File: src/rtl/if_row_sequencer_if.sv
// Handshake bundle between the IF row sequencer and its environment: config/start,
// IF-buffer and PE handshakes, and the read-address/status outputs.
interface if_row_sequencer_if #(
    parameter int POINTER_SIZE         = 8,
    parameter int FILTER_SIZE_REG_SIZE = 8,
    parameter int STRIDE_SIZE          = 3,
    parameter int ROW_CNT_SIZE         = 8
);
    logic                            start;
    logic [POINTER_SIZE-1:0]         row_len;
    logic [FILTER_SIZE_REG_SIZE-1:0] filter_size;
    logic [STRIDE_SIZE-1:0]          stride;
    logic [ROW_CNT_SIZE-1:0]         num_rows;
    logic                            row_valid;
    logic                            pe_ready;
    logic                            rd_en;
    logic [POINTER_SIZE-1:0]         rd_ptr;
    logic                            win_last;
    logic                            next_row;
    logic                            row_done;
    logic                            busy;
    logic                            done;
    logic                            cfg_err;

    modport master (
        input  start, row_len, filter_size, stride, num_rows, row_valid, pe_ready,
        output rd_en, rd_ptr, win_last, next_row, row_done, busy, done, cfg_err
    );

    modport slave (
        output start, row_len, filter_size, stride, num_rows, row_valid, pe_ready,
        input  rd_en, rd_ptr, win_last, next_row, row_done, busy, done, cfg_err
    );
endinterface

File: src/rtl/if_row_sequencer.sv
// IF scratchpad read sequencer: per row, walks sliding windows of filter_size spaced by stride.
// Optional stall counter output enabled by defining IF_ROW_SEQUENCER_STALL_CNT_EN.
module if_row_sequencer #(
    parameter int POINTER_SIZE         = 8,
    parameter int FILTER_SIZE_REG_SIZE = 8,
    parameter int STRIDE_SIZE          = 3,
    parameter int ROW_CNT_SIZE         = 8
) (
    input  logic clk,
    input  logic rst,
    if_row_sequencer_if.master bus
`ifdef IF_ROW_SEQUENCER_STALL_CNT_EN
    ,
    output logic [15:0] stall_cnt
`endif
);
    localparam int CW = POINTER_SIZE + 2;
    localparam int FW = POINTER_SIZE + FILTER_SIZE_REG_SIZE;

    typedef enum logic [2:0] {IDLE, WAIT_ROW, READ, ROW_END, DONE} state_t;

    state_t                          state_reg, state_next;
    logic [POINTER_SIZE-1:0]         row_len_reg, row_len_next;
    logic [FILTER_SIZE_REG_SIZE-1:0] filter_size_reg, filter_size_next;
    logic [STRIDE_SIZE-1:0]          stride_reg, stride_next;
    logic [ROW_CNT_SIZE-1:0]         rows_left_reg, rows_left_next;
    logic [POINTER_SIZE-1:0]         win_base_reg, win_base_next;
    logic [FILTER_SIZE_REG_SIZE-1:0] elem_reg, elem_next;
    logic                            cfg_err_reg, cfg_err_next;
    logic                            cfg_bad, elem_last, win_fits, reading, rd_en;

    assign cfg_bad = (bus.filter_size == '0) || (bus.stride == '0) || (bus.num_rows == '0) ||
                     (FW'(bus.filter_size) > FW'(bus.row_len));
    assign elem_last = (elem_reg == filter_size_reg - FILTER_SIZE_REG_SIZE'(1));
    // Extra headroom bits so the next-window bound never wraps near the top of the address space.
    assign win_fits  = (CW'(win_base_reg) + CW'(stride_reg) + CW'(filter_size_reg)) <= CW'(row_len_reg);
    assign reading   = (state_reg == READ);
    assign rd_en     = reading & bus.pe_ready;

    assign bus.rd_en    = rd_en;
    assign bus.rd_ptr   = reading ? (win_base_reg + POINTER_SIZE'(elem_reg)) : '0;
    assign bus.win_last = rd_en & elem_last;
    assign bus.next_row = (state_reg == ROW_END);
    assign bus.row_done = (state_reg == ROW_END);
    assign bus.busy     = (state_reg != IDLE);
    assign bus.done     = (state_reg == DONE);
    assign bus.cfg_err  = cfg_err_reg;

    always_comb begin
        state_next       = state_reg;
        row_len_next     = row_len_reg;
        filter_size_next = filter_size_reg;
        stride_next      = stride_reg;
        rows_left_next   = rows_left_reg;
        win_base_next    = win_base_reg;
        elem_next        = elem_reg;
        cfg_err_next     = 1'b0;
        case (state_reg)
            IDLE: begin
                if (bus.start) begin
                    row_len_next     = bus.row_len;
                    filter_size_next = bus.filter_size;
                    stride_next      = bus.stride;
                    if (cfg_bad) begin
                        cfg_err_next = 1'b1;
                    end else begin
                        rows_left_next = bus.num_rows;
                        state_next     = WAIT_ROW;
                    end
                end
            end
            WAIT_ROW: begin
                if (bus.row_valid) begin
                    win_base_next = '0;
                    elem_next     = '0;
                    state_next    = READ;
                end
            end
            READ: begin
                if (bus.pe_ready) begin
                    if (!elem_last) begin
                        elem_next = elem_reg + FILTER_SIZE_REG_SIZE'(1);
                    end else if (win_fits) begin
                        win_base_next = win_base_reg + POINTER_SIZE'(stride_reg);
                        elem_next     = '0;
                    end else begin
                        state_next = ROW_END;
                    end
                end
            end
            ROW_END: begin
                rows_left_next = rows_left_reg - ROW_CNT_SIZE'(1);
                state_next     = (rows_left_reg == ROW_CNT_SIZE'(1)) ? DONE : WAIT_ROW;
            end
            DONE: begin
                state_next = IDLE;
            end
            default: begin
                state_next = IDLE;
            end
        endcase
    end

    always_ff @(posedge clk) begin
        if (rst) begin
            state_reg       <= IDLE;
            row_len_reg     <= '0;
            filter_size_reg <= '0;
            stride_reg      <= '0;
            rows_left_reg   <= '0;
            win_base_reg    <= '0;
            elem_reg        <= '0;
            cfg_err_reg     <= 1'b0;
        end else begin
            state_reg       <= state_next;
            row_len_reg     <= row_len_next;
            filter_size_reg <= filter_size_next;
            stride_reg      <= stride_next;
            rows_left_reg   <= rows_left_next;
            win_base_reg    <= win_base_next;
            elem_reg        <= elem_next;
            cfg_err_reg     <= cfg_err_next;
        end
    end

`ifdef IF_ROW_SEQUENCER_STALL_CNT_EN
    logic [15:0] stall_cnt_reg;

    // Counts PE back-pressure cycles for the current job; saturates rather than wrapping.
    always_ff @(posedge clk) begin
        if (rst) begin
            stall_cnt_reg <= '0;
        end else if ((state_reg == IDLE) && bus.start) begin
            stall_cnt_reg <= '0;
        end else if (reading && !bus.pe_ready && (stall_cnt_reg != 16'hFFFF)) begin
            stall_cnt_reg <= stall_cnt_reg + 16'd1;
        end
    end

    assign stall_cnt = stall_cnt_reg;
`endif
endmodule

File: src/flat_wrapper.sv
// flat-port wrapper written by rule: the top's interface ports become plain ports
module if_row_sequencer_flat 
#(
    parameter int POINTER_SIZE         = 8,
    parameter int FILTER_SIZE_REG_SIZE = 8,
    parameter int STRIDE_SIZE          = 3,
    parameter int ROW_CNT_SIZE         = 8
)
  (clk, rst, bus_start, bus_row_len, bus_filter_size, bus_stride, bus_num_rows, bus_row_valid, bus_pe_ready, bus_rd_en, bus_rd_ptr, bus_win_last, bus_next_row, bus_row_done, bus_busy, bus_done, bus_cfg_err);
  if_row_sequencer_if #(.POINTER_SIZE(POINTER_SIZE), .FILTER_SIZE_REG_SIZE(FILTER_SIZE_REG_SIZE), .STRIDE_SIZE(STRIDE_SIZE), .ROW_CNT_SIZE(ROW_CNT_SIZE)) bus_i ();
  input  logic clk;
  input  logic rst;
  input wire logic [$bits(bus_i.start)-1:0] bus_start;
  input wire logic [$bits(bus_i.row_len)-1:0] bus_row_len;
  input wire logic [$bits(bus_i.filter_size)-1:0] bus_filter_size;
  input wire logic [$bits(bus_i.stride)-1:0] bus_stride;
  input wire logic [$bits(bus_i.num_rows)-1:0] bus_num_rows;
  input wire logic [$bits(bus_i.row_valid)-1:0] bus_row_valid;
  input wire logic [$bits(bus_i.pe_ready)-1:0] bus_pe_ready;
  output wire logic [$bits(bus_i.rd_en)-1:0] bus_rd_en;
  output wire logic [$bits(bus_i.rd_ptr)-1:0] bus_rd_ptr;
  output wire logic [$bits(bus_i.win_last)-1:0] bus_win_last;
  output wire logic [$bits(bus_i.next_row)-1:0] bus_next_row;
  output wire logic [$bits(bus_i.row_done)-1:0] bus_row_done;
  output wire logic [$bits(bus_i.busy)-1:0] bus_busy;
  output wire logic [$bits(bus_i.done)-1:0] bus_done;
  output wire logic [$bits(bus_i.cfg_err)-1:0] bus_cfg_err;
  assign bus_i.start = bus_start;
  assign bus_i.row_len = bus_row_len;
  assign bus_i.filter_size = bus_filter_size;
  assign bus_i.stride = bus_stride;
  assign bus_i.num_rows = bus_num_rows;
  assign bus_i.row_valid = bus_row_valid;
  assign bus_i.pe_ready = bus_pe_ready;
  assign bus_rd_en = bus_i.rd_en;
  assign bus_rd_ptr = bus_i.rd_ptr;
  assign bus_win_last = bus_i.win_last;
  assign bus_next_row = bus_i.next_row;
  assign bus_row_done = bus_i.row_done;
  assign bus_busy = bus_i.busy;
  assign bus_done = bus_i.done;
  assign bus_cfg_err = bus_i.cfg_err;
  if_row_sequencer #(.POINTER_SIZE(POINTER_SIZE), .FILTER_SIZE_REG_SIZE(FILTER_SIZE_REG_SIZE), .STRIDE_SIZE(STRIDE_SIZE), .ROW_CNT_SIZE(ROW_CNT_SIZE)) u_core (.clk(clk), .rst(rst), .bus(bus_i));
endmodule
File: config.mk
export PLATFORM = sky130hd
export DESIGN_NAME = if_row_sequencer_flat
export DESIGN_NICKNAME = d
export VERILOG_FILES = /design/src/rtl/if_row_sequencer_if.sv /design/src/rtl/if_row_sequencer.sv /design/src/flat_wrapper.sv
export SDC_FILE = /design/constraint.sdc
export NUM_CORES = 1
export LEC_CHECK = 0
export CAP_MARGIN = 30
export CORE_MARGIN = 10
export CORE_UTILIZATION = 45
export CTS_BUF_LIST = sky130_fd_sc_hd__clkbuf_8 sky130_fd_sc_hd__clkbuf_16
export DETAILED_ROUTE_END_ITERATION = 8
export GPL_ROUTABILITY_DRIVEN = 0
export PLACE_DENSITY = 0.69
export SETUP_SLACK_MARGIN = 0.4
export SKIP_LAST_GASP = 1
export SYNTH_ARGS = -nofsm -noshare
export SYNTH_HDL_FRONTEND = slang
export SYNTH_SLANG_ARGS = --single-unit
File: constraint.sdc
create_clock -name clk -period 3.67 [get_ports clk]
set_clock_uncertainty 0.1 [all_clocks]
set_input_delay 0.734 -clock clk [delete_from_list [all_inputs] [get_ports clk]]
set_output_delay 0.734 -clock clk [all_outputs]
set_load 0.01 [all_outputs]
== Word level (Yosys, flattened, before mapping) ==
Index checks and enable logic that the tools add are counted.

* Add/sub/neg operators: 7
* $lt $le $gt $ge: 2
* Equal/unequal tests: 14
* Muxes and demuxes: 22
* Bitwise operators: 4
* Reduce and logical (&&, ||, !) cells: 16

{| class="wikitable"
|+ Operators with widths
! kind !! number
|-
| 2-to-1 mux 8 bit || 10
|-
| one-hot mux 8 bit (2 select lines) || 3
|-
| 2-to-1 mux 3 bit || 7
|-
| zero test 8 bit || 2
|-
| subtractor 8 x 1 -> 8 bit (second input constant) || 2
|-
| one-hot mux 3 bit (4 select lines) || 1
|-
| adder 10 x 8 -> 10 bit || 1
|-
| less-or-equal comparator 10 x 8 -> 1 bit || 1
|-
| != test 2 bit (second input constant) || 5
|-
| adder 8 x 3 -> 9 bit || 1
|-
| adder 8 x 1 -> 8 bit (second input constant) || 1
|-
| adder 8 x 3 -> 8 bit || 1
|-
| adder 8 bit || 1
|-
| equality test 8 x 1 -> 1 bit (second input constant) || 1
|-
| equality test 8 bit || 1
|-
| greater-than comparator 8 bit || 1
|-
| equality test 3 x 2 -> 1 bit (second input constant) || 2
|-
| zero test 3 bit || 2
|-
| AND reduction 6 bit || 1
|-
| AND reduction 5 bit || 1
|-
| != test 2 x 1 -> 1 bit (second input constant) || 2
|-
| AND reduction 4 bit || 1
|-
| nonzero test 2 bit || 2
|-
| equality test 3 x 1 -> 1 bit (second input constant) || 1
|-
| 10 further kinds || 14
|}

* Register bits after elaboration: 47
* Input port bits: 32
* Output and inout bits: 15
* Word-level logic and storage cells: 73

== Depth between registers and ports, before layout ==
* Depth after elaboration: 7
* Depth in mapped cells: 19
* Gate-level depth less buffers: 19

== Worst setup path before layout ==
OpenSTA, ideal clock, no wires.

* Path kind: reg2reg
* Start: reg u_core.win_base_reg[0]
* End: reg u_core.win_base_reg[1]
* Setup time: 0.117 ns
* Arrival: 3.696 ns
* Required time: 3.453 ns
* Path slack: -0.243 ns
* Cell stages (with the launch flop): 20
* Cell sequence: dfxtp_1 ha_1 fa_1 a21o_1 nand2_1 or2_2 nand2_1 ha_1 o21a_1 o31a_1 o21a_1 nor2_1 xnor2_1 ha_1 o21a_1 o22a_1 a21o_1 nor2_1 a311oi_2 a22o_1

* Word-level cells in the longest chain between the ends: 5
* Elaborated cells between the ends (all ways): 10
* Those cells by class: add/sub: 3; order compare: 1; eq/ne: 1; mux: 4; reduce/logical: 1

{| class="wikitable"
|+ RTL lines
! what !! line !! source
|-
| from (decl) || if_row_sequencer.sv:27 || <nowiki>logic [POINTER_SIZE-1:0] win_base_reg, win_base_next;</nowiki>
|-
| from (signal assigned) || if_row_sequencer.sv:120 || <nowiki>win_base_reg <= win_base_next;</nowiki>
|-
| adder 8 x 3 -> 9 bit / adder 8 x 3 -> 8 bit (equally long branches) || if_row_sequencer.sv:36, if_row_sequencer.sv:84 ||
|-
| adder 10 x 8 -> 10 bit / 2-to-1 mux 8 bit (equally long branches) || if_row_sequencer.sv:36, if_row_sequencer.sv:83 ||
|-
| less-or-equal comparator 10 x 8 -> 1 bit / 2-to-1 mux 8 bit (equally long branches) || if_row_sequencer.sv:36, if_row_sequencer.sv:81 ||
|-
| != test 2 x 1 -> 1 bit (no line) / 2-to-1 mux 8 bit (equally long branches) || n/a ||
|-
| AND reduction 5 bit (no line) / one-hot mux 8 bit (2 select lines) (equally long branches) || n/a ||
|}

Several ways; a longest one is shown, not always the timed one. The select of a mux whose other input is x is not followed.
A chain may end at the register's enable or synchronous reset.

== Worst setup path in the final report ==
* Start: reg u_core.stride_reg[0]
* End: reg u_core.win_base_reg[7]

* Word-level cells in the longest chain between the ends: 5
* Elaborated cells between the ends (all ways): 10
* Those cells by class: add/sub: 3; order compare: 1; eq/ne: 1; mux: 4; reduce/logical: 1

{| class="wikitable"
|+ RTL lines
! what !! line !! source
|-
| from (decl) || if_row_sequencer.sv:25 || <nowiki>logic [STRIDE_SIZE-1:0] stride_reg, stride_next;</nowiki>
|-
| from (signal assigned) || if_row_sequencer.sv:118 || <nowiki>stride_reg <= stride_next;</nowiki>
|-
| adder 8 x 3 -> 9 bit / adder 8 x 3 -> 8 bit (equally long branches) || if_row_sequencer.sv:36, if_row_sequencer.sv:84 ||
|-
| adder 10 x 8 -> 10 bit / 2-to-1 mux 8 bit (equally long branches) || if_row_sequencer.sv:36, if_row_sequencer.sv:83 ||
|-
| less-or-equal comparator 10 x 8 -> 1 bit / 2-to-1 mux 8 bit (equally long branches) || if_row_sequencer.sv:36, if_row_sequencer.sv:81 ||
|-
| != test 2 x 1 -> 1 bit (no line) / 2-to-1 mux 8 bit (equally long branches) || n/a ||
|-
| AND reduction 5 bit (no line) / one-hot mux 8 bit (2 select lines) (equally long branches) || n/a ||
|}

Several ways; a longest one is shown, not always the timed one. The select of a mux whose other input is x is not followed.

==> flow_summary_export.csv <==
group,metric,value,unit
outcome,outcome,"finished, violations left",
outcome,violations,"setup timing",
clocking,root_buffer,"clkbuf_8",
critical_path,path_buf_inv,1,
critical_path,path_depth,20,
global_route,grtUsageMet1,19.97,%
critical_path,start_kind,"register",
global_route,use_met2,26.53,%
synthesis,synth_xor_area_share,5.600,%
worst_hold_path,holdCritPathClass,"reg -> reg",
final_layout,multi_input_area,0.002716,mm^2
synthesis,avgSynthCellArea,7.692,um^2
place,place_ws,-0.1562,ns
global_route,grt_antenna_before_repair,0,
timing,finalHoldViolCount,0,
global_route,grt_pass1_vias,3589,
global_route,top_usage_layer,"met2",
synthesis,synth_edf_count,0,
final_layout,drive_gt1_share,15.27,%
synthesis,yosys.area_share.simple,23.37,%
floorplan,io_pins,47,
final_layout,diodes,0,
synthesis,seq_area_frac_synth,25.07,%
critical_path,crit_top_cell,"o21a_1",
power,sequentialPowerShare,44.2,%
synthesis,synth_compound_area_share,24.23,%
timing,slew_viol_final,0,
global_route,grt_util_met3,4.187,%
floorplan,dieArea,0.01239,mm^2
critical_path,required,3.77,ns
drt,drt-wirelength-per-cell,15.54,um
drt,via_per_inst,5.623,
final_layout,layout_commonest_cell,"nand2_1",
timing,relSlewSlack,56.89,%
final_layout,fin_nets,623,
global_route,grt_pass1_wl,17.22,mm
synthesis,netlist_instances,488,
global_route,grt_max_degree,38,
timing,max_freq,257.5,MHz
power,p_per_area,277.0,mW/mm^2
critical_path,setup.worst_path.class,"reg -> reg",
clocking,cts.hold.buffers_added,0,
synthesis,synth_top_family_by_area,"compound AO/OA/AOI/OAI gates",
timing,setup_viol_count_final,17,
critical_path,cp_max_fo,8,
timing,fin_ws,-0.2142,ns
drt,ant_nets,0,
critical_path,reg2reg_depth,20,
synthesis,syn_area,0.003754,mm^2
clocking,numClockSinks,47,
synthesis,synth-seq-cells,47,
floorplan,die_w,111.3,um
synthesis,syn_nets,562,
critical_path,path_delay_family,"compound AO/OA/AOI/OAI gates",
place,dp_hpwl,7.987,mm
power,clkPwrFrac,23.4,%
place,dp_cells,642,
drt,post-route-drc-count,0,
timing,period_needed,3.884,ns
critical_path,critical_path.max_stage_delay,0.36,ns
final_layout,finalNonFillerCells,655,
power,ir_drop,0.2040,mV
final_layout,final_util,57.21,%
timing,fin_crit_sh,105.8,%
place,port-buffer-count,46,
critical_path,rrSetupSlack,-0.21,ns
drt,drtIter0Drc,175,
synthesis,yosys_warnings,0,
drt,drt_wl_total,10.18,mm
clocking,cts_tree,"yes",
floorplan,initial_core_util,45.91,%
power,swShare,33.56,%
job,maxCapViolCount,0,
power,internal_power,0.0008608,W
synthesis,yosys-mux-area-fraction,0.5333,%
global_route,track_usage,16.09,%
critical_path,critPathSlowestCell,"fa_2",
drt,vias,3683,
synthesis,async_flop_share,0,%
clocking,clockBufferDepth,2,
power,power.leakage,2.033,nW
clocking,numCtsBuffers,5,
final_layout,layout_common_cells,"nand2_1 (68), a21oi_1 (47), clkdlybuf4s50_1 (41), dfxtp_1 (37), nor2_1 (36)",
floorplan,std_cell_rows,33,
clocking,clkLatencyLatePin,0.30,ns
synthesis,synth.distinct_cells,66,
global_route,grt_overflow,0,
clocking,h-tree-depth,2,
synthesis,synth_fa_ha_area_share,14.60,%
drt,dr.pass1.iters,4,
final_layout,seqCellArea,955.9,um^2
synthesis,synth_flop_cell,"dfxtp_1",
timing,rsz0062_at_grt,"yes",
floorplan,dieHeight,111.3,um
power,p_switching,0.0004348,W
final_layout,fillers,774,
critical_path,end_kind,"register",
timing,worst_pin_slew,0.6443,ns
floorplan,core-area,0.008175,mm^2
critical_path,worstPathCellList,"ha_4 > fa_2 > a21o_1 > nand2_2 > or2_4 > nand2_4 > ha_4 > o21a_1 > o31a_1 > o21a_1 > nor2_1 > xnor2_1 > ha_1 > o21a_1 > o22a_1 > a21o_1 > nor2_4 > a311oi_4 > buf_6 > a22o_1",
worst_hold_path,min_path_cells,2,
power,comb_power_share,32.4,%
final_layout,area_growth,24.60,%
clocking,clk_pin_slew,0.08,ns
critical_path,cp.arrival,3.98,ns
[worst register-to-register path, cell delays in order, from the launching register on]
cell and delay, ns:
dfxtp_2 0.34, ha_4 0.16, fa_2 0.36, a21o_1 0.21, nand2_2 0.10, or2_4 0.13
nand2_4 0.05, ha_4 0.28, o21a_1 0.11, o31a_1 0.16, o21a_1 0.12, nor2_1 0.04
xnor2_1 0.12, ha_1 0.30, o21a_1 0.20, o22a_1 0.18, a21o_1 0.19, nor2_4 0.15
a311oi_4 0.11, buf_6 0.17, a22o_1 0.22
[power by group through the flow]
stage	clock network (W)	registers (W)	logic (W)
after floorplan	0	0.000570	0.000276
after global placement	0	0.000582	0.000390
after detailed placement	0	0.000583	0.000398
after CTS	0.000314	0.000572	0.000414
after global routing	0.000330	0.000577	0.000469
final	0.000303	0.000573	0.000420
[per-layer routing]
metal | vias up | part of all wire [%]
met2 | 105 | 47
met3 | 15 | 5.9
met1 | 1702 | 46
met5 | - | 0
met4 | 0 | 1.9
li1 | 1861 | -
[synthesized netlist by cell type (11+ instances only)]
library cell,count,share of area [%]
clkbuf_1,13,1.3
nor3_1,15,2.0
o21ai_0,23,3.1
xnor2_1,12,2.8
inv_1,31,3.1
nand2_1,71,7.1
dfxtp_1,47,25
ha_1,39,13
xor2_1,12,2.8
nor2_1,37,3.7
nand3_1,11,1.5
a21o_1,12,2.4
a21oi_1,54,7.2
[path summary, 6_finish.rpt]
check | start | end
setup / recovery | u_core.stride_reg[0] | u_core.win_base_reg[7]
hold reg to reg | u_core.row_len_reg[2] | u_core.row_len_reg[2]
hold / removal | u_core.row_len_reg[2] | u_core.row_len_reg[2]
setup reg to reg | u_core.stride_reg[0] | u_core.win_base_reg[7]
[stage by stage]
step                power (W)  TNS (ns)  instance area [um^2]  hold WS, ns
floorplan           0.0008461         0                  3844       0.3363
global placement    0.0009721   -0.6696                  4477       0.3487
detailed placement  0.0009810    -1.459                  4477       0.3486
CTS                  0.001300    -1.250                  4637       0.3602
global route         0.001376    -5.286                  4677       0.3794
finish               0.001296    -1.811                  4677       0.3571
[cell type report]
cell class	count	area share, %
Inverter	33	2.648
Multi-Input combinational cell	389	58.08
Clock buffer	5	1.471
Tap cell	105	2.809
Sequential cell	47	20.44
Clock inverter	3	0.2675
Timing Repair Buffer	73	14.29
[repair_timing]
action                     CTS  global route
resized for setup           22            11
setup buffers                3             2
setup endpoints to repair   22            21
pin swaps                    5             4
[cell families after synthesis]
| group | after synthesis |
|---|---|
| adders and majority gates | 42 |
| buffers and inverters | 52 |
| AOI/OAI and AO/OA | 139 |
| xor gates and xnor gates | 24 |
| and+or+nand+nor | 182 |
| muxes | 2 |
| DFF | 47 |
No activity file was read; power rests on OpenSTA's default activity.
